File: config.mk
export PLATFORM = sky130hd
export DESIGN_NAME = mem_arbiter
export DESIGN_NICKNAME = d
export VERILOG_FILES = /design/src/rtl/cpu_types_pkg.sv /design/src/rtl/mem_arbiter.sv
export SDC_FILE = /design/constraint.sdc
export NUM_CORES = 1
export LEC_CHECK = 0
export CELL_PAD_IN_SITES_DETAIL_PLACEMENT = 1
export CELL_PAD_IN_SITES_GLOBAL_PLACEMENT = 1
export CORE_AREA = 2 2 128 130
export DETAILED_ROUTE_END_ITERATION = 16
export DIE_AREA = 0 0 130 132
export PLACE_DENSITY = 0.94
export SETUP_SLACK_MARGIN = 0.02
export SLEW_MARGIN = 20
export SYNTH_ARGS = -nofsm -noshare
export SYNTH_HDL_FRONTEND = slang
export SYNTH_SLANG_ARGS = --single-unit
export TNS_END_PERCENT = 20
File: constraint.sdc
create_clock -name CLK -period 4.6 [get_ports CLK]
set_clock_uncertainty 0.05 [all_clocks]
set_input_delay 0.69 -clock CLK [delete_from_list [all_inputs] [get_ports CLK]]
set_output_delay 0.69 -clock CLK [all_outputs]
set_load 0.1 [all_outputs]
File: src/rtl/cpu_types_pkg.sv
// Shared CPU/memory types: machine word and the RAM handshake state
// reported by the memory controller.
package cpu_types_pkg;

    localparam int WORD_W = 32;

    typedef logic [WORD_W-1:0] word_t;

    typedef enum logic [1:0] {
        FREE   = 2'd0,
        BUSY   = 2'd1,
        ACCESS = 2'd2,
        ERROR  = 2'd3
    } ramstate_t;

endpackage

File: src/rtl/mem_arbiter.sv
// Single-port RAM arbiter: one data requester and CPUS instruction requesters.
// Optional macro MEM_ARB_INST_RR_EN enables round-robin between instruction cores.
module mem_arbiter
    import cpu_types_pkg::*;
#(
    parameter int CPUS = 2
) (
    input  logic                 CLK,
    input  logic                 nRST,

    input  logic                 bus_dREN,
    input  logic                 bus_dWEN,
    input  word_t                bus_daddr,
    input  word_t                bus_dstore,
    output word_t                bus_dload,
    output logic                 bus_dwait,

    input  logic [CPUS-1:0]      iREN,
    input  word_t [CPUS-1:0]     iaddr,
    output word_t [CPUS-1:0]     iload,
    output logic [CPUS-1:0]      iwait,

    output logic                 ramREN,
    output logic                 ramWEN,
    output word_t                ramaddr,
    output word_t                ramstore,
    input  word_t                ramload,
    input  ramstate_t            ramstate
);

    typedef enum logic [1:0] {
        IDLE   = 2'd0,
        DGRANT = 2'd1,
        IGRANT = 2'd2
    } arb_state_t;

    arb_state_t state, next_state;
    logic       owner, next_owner;
`ifdef MEM_ARB_INST_RR_EN
    logic       last_served, next_last_served;
`endif

    // NOTE: state registers use non-blocking assignments so every flop samples
    // the pre-edge values; blocking here would create order-dependent races.
    always_ff @(posedge CLK or negedge nRST) begin
        if (!nRST) begin
            state       <= IDLE;
            owner       <= 1'b0;
`ifdef MEM_ARB_INST_RR_EN
            last_served <= 1'b1;
`endif
        end else begin
            state       <= next_state;
            owner       <= next_owner;
`ifdef MEM_ARB_INST_RR_EN
            last_served <= next_last_served;
`endif
        end
    end

    // NOTE: every output and next-state variable gets a default first so no
    // path through the case statement leaves one unassigned (no latches).
    always_comb begin
        next_state = state;
        next_owner = owner;
`ifdef MEM_ARB_INST_RR_EN
        next_last_served = last_served;
`endif
        ramREN    = 1'b0;
        ramWEN    = 1'b0;
        ramaddr   = '0;
        ramstore  = '0;
        bus_dwait = 1'b1;
        iwait     = '1;
        bus_dload = ramload;
        for (int k = 0; k < CPUS; k++) begin
            iload[k] = ramload;
        end

        case (state)
            IDLE: begin
                if (bus_dREN || bus_dWEN) begin
                    next_state = DGRANT;
                end else if (|iREN) begin
                    next_state = IGRANT;
`ifdef MEM_ARB_INST_RR_EN
                    next_owner = (iREN[0] && iREN[1]) ? ~last_served : ~iREN[0];
`else
                    next_owner = ~iREN[0];
`endif
                end
            end

            DGRANT: begin
                // A dropped request abandons the access with strobes already low.
                if (!(bus_dREN || bus_dWEN)) begin
                    next_state = IDLE;
                end else begin
                    ramaddr  = bus_daddr;
                    ramstore = bus_dstore;
                    ramWEN   = bus_dWEN;
                    ramREN   = bus_dREN & ~bus_dWEN;
                    if (ramstate == ACCESS) begin
                        bus_dwait  = 1'b0;
                        next_state = IDLE;
                    end
                end
            end

            IGRANT: begin
                if (!iREN[owner]) begin
                    next_state = IDLE;
                end else begin
                    ramREN  = 1'b1;
                    ramaddr = iaddr[owner];
                    if (ramstate == ACCESS) begin
                        iwait[owner] = 1'b0;
                        next_state   = IDLE;
`ifdef MEM_ARB_INST_RR_EN
                        next_last_served = owner;
`endif
                    end
                end
            end

            default: next_state = IDLE;
        endcase
    end

endmodule

==> implementation parameters, run 1 <==
Parameter                              Value

Status
  Result of the run ... finished, final reports clean

Cells and area
  Antenna fix cells ... 0
  Layout cells sized above 1 ... 43.9%
  Area Overhead vs Synth ... 61.3%
  Final Util ... 24.0%
  Fin nets ... 547

Route
  Routed Antenna Nets ... 0
  Post-DR wirelength/cell ... 15.4 µm
  Average via count per standard cell ... 3.74
  Via count of the routed design ... 2,207
  Length of the first detailed-routing pass in iterations ... 5
  Number of DRC markers after the initial detailed-route iteration ... 30
  Final WL ... 9100 µm
  Post-route DRC ... 0

GRT
  Maximum number of pins on one net before global-route repair ... 47
  Global route overflow ... 0
  Antenna violations before repair ... 0
  Total routing usage reported by global routing ... 9.65%
  Number of global-route vias before repair ... 2,345
  Wire length of the first global-routing pass ... 12,900 µm

Timing
  Final hold violations ... 0
  Smallest hold slack ... 0.605 ns
  Max Slew Vio Count ... 0
  Post-route minimum period ... 3.47 ns
  Worst slew slack as a fraction of its limit ... 35.3%
  Final setup violation count ... 0
  Final cycle utilization of the critical path ... 75.5%
  Unrepaired setup endpoints after global routing ... no
  Max Clk Rate ... 288 MHz
  Total negative slack for setup checks ... 0 ns
  Pin slew with the least headroom to its limit ... 0.968 ns

Clocking
  Clock tree from TritonCTS ... yes
  Number of buffers between clock root and the deepest sink ... 2
  Number of gates resized after cts ... 0
  CTS root buffer ... sky130_fd_sc_hd__clkbuf_16
  Clock Latency Late Sink ... 0.22 ns
  Number of buffers added by the clock tree synthesis step ... 3
  Post-CTS setup-driven buffer insertion count ... 0
  Hold-fix buffers, CTS ... 0
  CTS Sinks ... 3
  H-Tree Depth ... 1
  Clock transition time at the flip-flop clock pins of the worst setup and hold paths ... 0.03 ns

Critical path
  Capture point of the critical path ... ramaddr[16]
  R2r startpoint ... owner$_DFFE_PN0P_
  Kind of critical path ... primary input to output pin
  Crit path capture type ... output pin
  Data required time at the worst endpoint ... 3.86 ns
  Arrival @ worst endpoint ... 2.73 ns
  Worst R2R End ... state[1]$_DFFE_PN0P_
  Critical-path maximum fanout ... 20
  CP Launch Point ... iREN[1]
  R2r setup slk ... 2.88 ns
  Kind of start point of the critical path ... primary input
  Worst reg2reg path depth ... 4

Place
  Total of buffers placed on input and output ports ... 204
  Final GP Congestion ... 0.702
  Hpwl dp ... 7590 µm

Floorplan
  I/O pin count ... 333
  Placeable core region ... 15,700 µm²
  Overall die height ... 132 µm
  Row Count ... 46
  Starting density of the core ... 14.9%
  Chip width ... 130 µm
  Area of the die ... 17,200 µm²

Synth
  Cell types with the highest counts after synthesis ... sky130_fd_sc_hd__buf_4 (97), sky130_fd_sc_hd__and2_1 (33), sky130_fd_sc_hd__mux2_2 (32)
  Mapped Cells ... 276
  Cell area after synthesis ... 2340 µm²
  Average footprint of a synthesized cell ... 8.49 µm²
  Sequential fraction of the synthesis area ... 3.21%
  Synth async-reset ratio ... 100%
  Share of the synthesized area in the top cell type ... 31.1%
  Post-synthesis register bit count ... 3
  Flip-flop cell with the highest count after synthesis ... sky130_fd_sc_hd__dfrtp_1
  Area leader, netlist ... sky130_fd_sc_hd__buf_4
  Cell types with the largest area share after synthesis ... sky130_fd_sc_hd__buf_4 (31%), sky130_fd_sc_hd__mux2_2 (15%), sky130_fd_sc_hd__a22oi_2 (14%), sky130_fd_sc_hd__nor2b_2 (10%), sky130_fd_sc_hd__and2_1 (8.8%)
  Syn nets ... 448
  Cell with the most instances after synthesis ... sky130_fd_sc_hd__buf_4
  Number of enable-type register cells in the synthesized netlist ... 0
  Number of distinct library cells after synthesis ... 30
  Yosys warns ... 0

Power and ir drop
  Final total power ... 0.00231 W
  LEAKAGE ... 1.42 nW
  Power Density ... 612 nW/µm²
  Worst voltage drop across the vdd grid ... 0.253 mV

Min path
  Worst hold path type ... primary input to asynchronous set/reset pin

Run
  Count of maximum capacitance violations ... 0
[layout make-up]
class,count,area (µm²)
fillers,1853,11900
repair buffers,208,1930
multi-input cells,157,1420
well taps,216,270
clock buffers,4,78.8
flip-flops and latches,3,76.3
inverters,2,7.51
[through the flow]
stage	area, µm²	worst slack (ns)	instances
floorplan	2340	1.39	276
global placement	3700	1.18	586
detailed placement	3700	1.11	586
CTS	3780	1.10	590
global route	3780	1.02	590
finish	3780	1.13	590
[metal layers]
| metal | wire (µm) | up-vias | track usage [%] |
|---|---|---|---|
| met4 | 301 | 0 | 3.88 |
| met5 | 0 | - | 0 |
| li1 | - | 1028 | - |
| met2 | 5010 | 134 | 20.0 |
| met1 | 2840 | 1006 | 8.54 |
| met3 | 948 | 39 | 2.35 |
[report_power, final]
part | total (W) | switching (W) | internal [W] | leakage (nW)
sequential | 0.0000762 | 0.0000380 | 0.0000382 | 0.0364
combinational | 0.00210 | 0.00145 | 0.000648 | 1.34
clock | 0.000137 | 0.0000228 | 0.000114 | 0.0382
[worst min-delay path by stage]
stage / slack (ns) / end / startpoint / cells after the start
after global placement: 0.56 / state[1]$_DFFE_PN0P_ / state[1]$_DFFE_PN0P_ / 2
after CTS: 0.60 / state[0]$_DFFE_PN0P_ / state[0]$_DFFE_PN0P_ / 2
after global routing: 0.62 / state[0]$_DFFE_PN0P_ / nRST / 1
after detailed placement: 0.60 / state[0]$_DFFE_PN0P_ / state[0]$_DFFE_PN0P_ / 2
after floorplan: 0.34 / owner$_DFFE_PN0P_ / nRST / 0
final: 0.60 / state[0]$_DFFE_PN0P_ / nRST / 1
[sequential cells by signal, summed over array words and instances, names as in the netlist]
| register | flops |
|---|---|
| owner | 1 |
| state | 2 |
[critical path, stage by stage]
cell and delay (ns):
sky130_fd_sc_hd__clkdlybuf4s50_1 0.54, sky130_fd_sc_hd__mux2i_1 0.14, sky130_fd_sc_hd__nor2b_4 0.54, sky130_fd_sc_hd__buf_12 0.26, sky130_fd_sc_hd__a22oi_1 0.09, sky130_fd_sc_hd__nor2b_1 0.13, sky130_fd_sc_hd__buf_4 0.30
[cells in the final DEF (no fill, tap or decap), drive strengths merged]
| cell type | n |
|---|---|
| ha | 4 |
| a41oi | 1 |
| mux2i | 1 |
| o21ai | 2 |
| a31oi | 2 |
| buf | 71 |
| a22oi | 32 |
| or3b | 1 |
| nor4bb | 1 |
| o21a | 1 |
| nand3b | 1 |
| nor2b | 35 |
| clkbuf | 4 |
| nand4 | 2 |
| nor3 | 2 |
| clkdlybuf4s50 | 137 |
| nand2 | 3 |
| inv | 2 |
| and2 | 33 |
| nor2 | 3 |
| dfrtp | 3 |
| nand3 | 1 |
| mux2 | 32 |
[cells by family (layout without fill, tap and decap cells)]
logic type	after synthesis	after routing	share of synthesized area (%)
buf+inv	116	214	37.0
simple gates	82	82	24.4
compound gates	38	38	17.5
mux	33	33	15.8
fa+ha+maj	4	4	2.14
flops	3	3	3.21
Power figures use the tool's default switching activity.
==> run 2, diff against run 1 <==
clock period = 3.65 ns   (was 4.6 ns; I/O delays follow)
==> implementation parameters, run 2 (same netlist as run 1, synthesis figures left out) <==
Parameter                              Value

Critical path
  Slowest Stage Delay on Critical Path ... 0.51 ns (-0.03 ns)
  Cell occurring most often along the worst timing path ... sky130_fd_sc_hd__buf_12
  Critical-path maximum fanout ... 46 (+130%)
  Kind of start point of the critical path ... primary input
  Series of cell instances along the critical path ... clkdlybuf4s50_1 > nor2_2 > nor2b_4 > buf_12 > a22oi_1 > nor2b_1 > buf_12
  Arrival @ worst endpoint ... 2.35 ns (-0.38 ns)
  Cell at the slowest stage of the critical path ... sky130_fd_sc_hd__clkdlybuf4s50_1
  Kind of critical path ... primary input to output pin
  Data required time at the worst endpoint ... 3.05 ns (-0.81 ns)
  Crit path capture type ... output pin

Min path
  Worst hold path type ... primary input to asynchronous set/reset pin

Clocking
  CTS Sinks ... 3 (unchanged)
  Clock tree from TritonCTS ... yes
  Hold-fix buffers, CTS ... 0 (unchanged)
  Number of buffers added by the clock tree synthesis step ... 3 (unchanged)
  Post-CTS setup-driven buffer insertion count ... 0 (unchanged)
  CTS root buffer ... sky130_fd_sc_hd__clkbuf_16
  Number of buffers between clock root and the deepest sink ... 2 (unchanged)
  Clock transition time at the flip-flop clock pins of the worst setup and hold paths ... 0.03 ns (about the same)
  Clock Latency Late Sink ... 0.22 ns (about the same)
  H-Tree Depth ... 1 (unchanged)
  Number of gates resized after cts ... 0 (unchanged)

Power and ir drop
  LEAKAGE ... 1.62 nW (+14%)
  Cell internal pwr ... 0.00143 W (+78%)
  Power Density ... 754 nW/µm² (+23%)
  Net switching fraction of the power ... 58.5% (-6.9 points)
  Worst voltage drop across the vdd grid ... 0.217 mV (-14%)
  Net Switching ... 0.00201 W (+33%)
  Relative contribution of sequential cells to total power ... 2.9% (-0.4 points)
  Clk network pwr share ... 5.1% (-0.8 points)
  Share of power burned in combinational logic ... 92.0% (+1.2 points)

Cells and area
  Antenna fix cells ... 0 (unchanged)
  Largest register by flop count ... state
  Most frequent standard cell in the layout excluding fill and tap cells ... sky130_fd_sc_hd__clkdlybuf4s50_1
  Fin nets ... 549 (+0.37%)
  Non-filler instance count after layout ... 592 (+0.34%)
  Layout cells sized above 1 ... 44.4% (+0.56 points)
  Most frequent cells in the layout ... sky130_fd_sc_hd__clkdlybuf4s50_1 (135), sky130_fd_sc_hd__buf_12 (64), sky130_fd_sc_hd__and2_1 (33)
  Top Registers ... state: 2 flops, owner: 1 flops
  Area Overhead vs Synth ... 94.8%
  Max reg flops ... 2 (unchanged)

Place
  Total of buffers placed on input and output ports ... 204 (unchanged)
  Cell total after placement ... 588 (+0.34%)
  Hpwl dp ... 8000 µm (+5.3%)
  Final GP Congestion ... 0.670 (-4.5%)

Floorplan
  Row Count ... 46 (unchanged)
  I/O pin count ... 333 (unchanged)
  Overall die height ... 132 µm (unchanged)
  Area of the die ... 17,200 µm² (unchanged)
  Starting density of the core ... 14.9% (unchanged)
  Chip width ... 130 µm (unchanged)
  Placeable core region ... 15,700 µm² (unchanged)

Timing
  Final hold violations ... 0 (unchanged)
  Post-route minimum period ... 2.94 ns
  Pin slew with the least headroom to its limit ... 0.418 ns (-0.550 ns)
  Max Slew Vio Count ... 0 (unchanged)
  Unrepaired setup endpoints after global routing ... no
  Final setup violation count ... 0 (unchanged)
  Total negative slack for setup checks ... 0 ns (unchanged)
  Final cycle utilization of the critical path ... 80.6%
  Worst slew slack as a fraction of its limit ... 72.1% (+37 points)
  Max Clk Rate ... 340 MHz

Route
  Number of DRC markers after the initial detailed-route iteration ... 43 (+43%)
  Post-DR wirelength/cell ... 15.9 µm (+3.4%)
  Routed Antenna Nets ... 0 (unchanged)
  Length of the first detailed-routing pass in iterations ... 4 (-1)
  Final WL ... 9440 µm (+3.8%)
  Via count of the routed design ... 2,263 (+2.5%)
  Average via count per standard cell ... 3.82 (+2.2%)
  Post-route DRC ... 0 (unchanged)

Run
  Count of maximum capacitance violations ... 0 (unchanged)

GRT
  Antenna violations before repair ... 0 (unchanged)
  Number of global-route vias before repair ... 2,510 (+7.0%)
  Total routing usage reported by global routing ... 10.2% (+0.59 points)
  Maximum number of pins on one net before global-route repair ... 47 (unchanged)
  Wire length of the first global-routing pass ... 13,600 µm (+5.6%)
  Global route overflow ... 0 (unchanged)

Status
  Result of the run ... finished, final reports clean
-- run 2: cell count changes in the layout (fill, tap and decap cells not counted), sizes merged --
cell	before	now
clkdlybuf4s50	137	135
buf	71	75
-- run 2: per-stage QoR --
stage	area (µm²)	power, W	hold slack [ns]	setup WS [ns]	utilization [%]
detailed placement	4480	0.00331	0.574	0.670	28.5
floorplan	2340	0.00266	0.202	0.649	-
global route	4560	0.00358	0.464	0.621	29.0
finish	4560	0.00344	0.461	0.707	29.0
global placement	4480	0.00328	0.569	0.725	28.5
CTS	4560	0.00350	0.463	0.675	29.0
-- run 2: per-layer routing --
| metal | global-route usage [%] | wire length [µm] |
|---|---|---|
| met3 | 2.27 | 941 |
| met2 | 20.7 | 5200 |
| met5 | 0 | 0 |
| met1 | 9.31 | 2940 |
| met4 | 4.72 | 364 |
-- run 2: area by class of cell --
| class | count | area, µm² |
|---|---|---|
| sequential | 3 | 76.3 |
| tap | 216 | 270 |
| fill | 1758 | 11200 |
| clock buffer | 4 | 78.8 |
| timing repair buffer | 210 | 2720 |
| multi-input combinational | 157 | 1410 |
| inverter | 2 | 7.51 |
-- run 2: power by group through the flow --
stage                     registers (W)  clock network (W)  logic (W)
after global routing           0.000105           0.000180    0.00329
after floorplan               0.0000570                  0    0.00260
after detailed placement       0.000101                  0    0.00321
final                         0.0000993           0.000175    0.00316
after CTS                      0.000101           0.000177    0.00322
after global placement        0.0000982                  0    0.00318
-- run 2: worst max-delay path: cells and delay by family --
kind | cells | cell delay, ns
simple gates | 3 | 0.65
compound gates | 1 | 0.12
buf+inv | 3 | 0.98
-- run 2: final timing paths --
| kind | from | end | slack, ns | cells after the start |
|---|---|---|---|---|
| worst max-delay path | bus_dWEN | ramaddr[16] | 0.71 | 7 |
| worst min-delay path | nRST | state[0]$_DFFE_PN0P_ | 0.46 | 1 |
| worst max register to register | owner$_DFFE_PN0P_ | state[1]$_DFFE_PN0P_ | 1.97 | 5 |
| worst min register to register | state[1]$_DFFE_PN0P_ | state[1]$_DFFE_PN0P_ | 0.58 | 2 |
| max in group asynchronous | nRST | owner$_DFFE_PN0P_ | 2.93 | 1 |
| min in group CLK | state[1]$_DFFE_PN0P_ | state[1]$_DFFE_PN0P_ | 0.58 | 2 |
==> run 3, diff against run 2 <==
CORE_AREA = default   (was 2 2 128 130)
CORE_UTILIZATION = 13   (was default)
DIE_AREA = default   (was 0 0 130 132)
PLACE_DENSITY = 0.88   (was 0.94)
clock period = 2.68 ns   (was 3.65 ns; I/O delays follow)
==> implementation parameters, run 3 (same netlist as run 1, synthesis figures left out) <==
Parameter                              Value

Critical path
  R2r setup slk ... 1.19 ns (-0.78 ns)
  Kind of start point of the critical path ... flop
  Kind of critical path ... flop to output pin
  Data required time at the worst endpoint ... 2.23 ns (-0.82 ns)
  Worst reg2reg path depth ... 6 (+1)
  CP Launch Point ... state[1]$_DFFE_PN0P_
  Arrival @ worst endpoint ... 2.04 ns (-0.31 ns)
  Crit path capture type ... output pin
  Worst R2R End ... state[1]$_DFFE_PN0P_
  Critical-path maximum fanout ... 48 (+4.3%)
  R2r startpoint ... state[0]$_DFFE_PN0P_

GRT
  Number of global-route vias before repair ... 2,491 (-0.76%)
  Total routing usage reported by global routing ... 9.69% (-0.55 points)
  Antenna violations before repair ... 0 (unchanged)
  Global route overflow ... 0 (unchanged)
  Maximum number of pins on one net before global-route repair ... 49 (+4.3%)
  Wire length of the first global-routing pass ... 13,600 µm (-0.40%)

Min path
  Worst hold path type ... primary input to asynchronous set/reset pin

Route
  Final WL ... 9390 µm (-0.51%)
  Post-route DRC ... 0 (unchanged)
  Via count of the routed design ... 2,275 (+0.53%)
  Post-DR wirelength/cell ... 15.6 µm (-2.3%)
  Number of DRC markers after the initial detailed-route iteration ... 18 (-58%)
  Routed Antenna Nets ... 0 (unchanged)
  Length of the first detailed-routing pass in iterations ... 4 (unchanged)
  Average via count per standard cell ... 3.77 (-1.3%)

Clocking
  Clock Latency Late Sink ... 0.22 ns (about the same)
  CTS Sinks ... 3 (unchanged)
  Clock transition time at the flip-flop clock pins of the worst setup and hold paths ... 0.03 ns (about the same)
  H-Tree Depth ... 1 (unchanged)
  Clock tree from TritonCTS ... yes
  Number of buffers added by the clock tree synthesis step ... 3 (unchanged)
  Number of gates resized after cts ... 0 (unchanged)
  CTS root buffer ... sky130_fd_sc_hd__clkbuf_16
  Post-CTS setup-driven buffer insertion count ... 0 (unchanged)
  Number of buffers between clock root and the deepest sink ... 2 (unchanged)
  Hold-fix buffers, CTS ... 0 (unchanged)

Power and ir drop
  LEAKAGE ... 1.66 nW (+2.2%)
  Power Density ... 1020 nW/µm² (+35%)
  Worst voltage drop across the vdd grid ... 0.452 mV (+110%)

Cells and area
  Final Util ... 26.8% (-2.2 points)
  Antenna fix cells ... 0 (unchanged)
  Non-filler instance count after layout ... 603 (+1.9%)
  Area taken by multi-input logic gates ... 1420 µm² (+0.18%)
  Area Overhead vs Synth ... 99.2%
  Fin nets ... 551 (+0.36%)
  Seq. cell area ... 76.3 µm² (unchanged)
  Filler Cell Count ... 1,956 (+11%)
  Largest register by flop count ... state
  Most frequent cells in the layout ... sky130_fd_sc_hd__clkdlybuf4s50_1 (135), sky130_fd_sc_hd__buf_12 (70), sky130_fd_sc_hd__and2_1 (33)
  Top Registers ... state: 2 flops, owner: 1 flops
  Most frequent standard cell in the layout excluding fill and tap cells ... sky130_fd_sc_hd__clkdlybuf4s50_1
  Max reg flops ... 2 (unchanged)
  Layout cells sized above 1 ... 45.0% (+0.56 points)

Timing
  Final hold violations ... 0 (unchanged)
  Max Slew Vio Count ... 0 (unchanged)
  Post-route minimum period ... 2.49 ns
  Setup WS post-layout ... 0.192 ns (-0.515 ns)
  Final cycle utilization of the critical path ... 92.8%
  Final setup violation count ... 0 (unchanged)
  Worst slew slack as a fraction of its limit ... 70.0% (-2.1 points)
  Unrepaired setup endpoints after global routing ... no
  Max Clk Rate ... 402 MHz
  Pin slew with the least headroom to its limit ... 0.449 ns (+0.0309 ns)

Floorplan
  Overall die height ... 136 µm (+3.2%)
  I/O pin count ... 333 (unchanged)
  Chip width ... 136 µm (+4.8%)
  Area of the die ... 18,600 µm² (+8.2%)
  Row Count ... 48 (+4.3%)
  Placeable core region ... 17,400 µm² (+11%)
  Starting density of the core ... 13.4% (-1.5 points)

Status
  Result of the run ... finished, final reports clean

Place
  Worst slack at placement ... 0.183 ns (-0.487 ns)
  Total of buffers placed on input and output ports ... 204 (unchanged)
  Final GP Congestion ... 0.657 (-2.0%)
  Cell total after placement ... 599 (+1.9%)
  Hpwl dp ... 7910 µm (-1.0%)

Run
  Count of maximum capacitance violations ... 0 (unchanged)
## run 3: area by class of cell
cell class	instances	area share, %
flip-flops and latches	3	1.64
clock buffers	4	1.69
multi-input cells	157	30.4
inverters	2	0.161
repair buffers	212	60.1
well taps	225	6.03
## run 3: worst max-delay path, stage by stage (launching register included)
cell	delay, ns
sky130_fd_sc_hd__dfrtp_1	0.42
sky130_fd_sc_hd__inv_1	0.13
sky130_fd_sc_hd__ha_1	0.21
sky130_fd_sc_hd__nor2b_4	0.22
sky130_fd_sc_hd__buf_12	0.24
sky130_fd_sc_hd__a22oi_1	0.13
sky130_fd_sc_hd__nor2b_1	0.23
sky130_fd_sc_hd__buf_12	0.21
## run 3: how the worst max path moves through the flow
stage          slack [ns]  cells past startpoint     endpoint
6_report             0.19                      7  ramaddr[25]
5_1_grt              0.08                      7  ramaddr[25]
4_1_cts              0.17                      7  ramaddr[25]
3_5_place_dp         0.18                      7  ramaddr[25]
3_3_place_gp         0.25                      7  ramaddr[28]
2_1_floorplan       -0.18                      6  ramaddr[22]
## run 3: report_power, final
part	switching (W)	internal [W]	leakage (nW)
registers	0.0000399	0.0000663	0.0364
logic	0.00268	0.00174	1.58
clock network	0.0000370	0.000196	0.0382
total	0.00276	0.00200	1.66
## run 3: per-stage QoR
stage / TNS, ns / area (µm²) / hold slack, ns / total power (W)
3_3_place_gp: 0 / 4590 / 0.545 / 0.00455
6_report: 0 / 4670 / 0.320 / 0.00476
4_1_cts: 0 / 4670 / 0.323 / 0.00483
2_1_floorplan: -0.877 / 2340 / 0.0564 / 0.00363
3_5_place_dp: 0 / 4590 / 0.549 / 0.00458
5_1_grt: 0 / 4670 / 0.328 / 0.00495
## run 3: layer usage
layer / global-route usage (%) / routed length [µm]
met1: 9.67 / 3180
met2: 18.7 / 5050
met3: 2.24 / 812
met4: 4.57 / 350
met5: 0 / 0
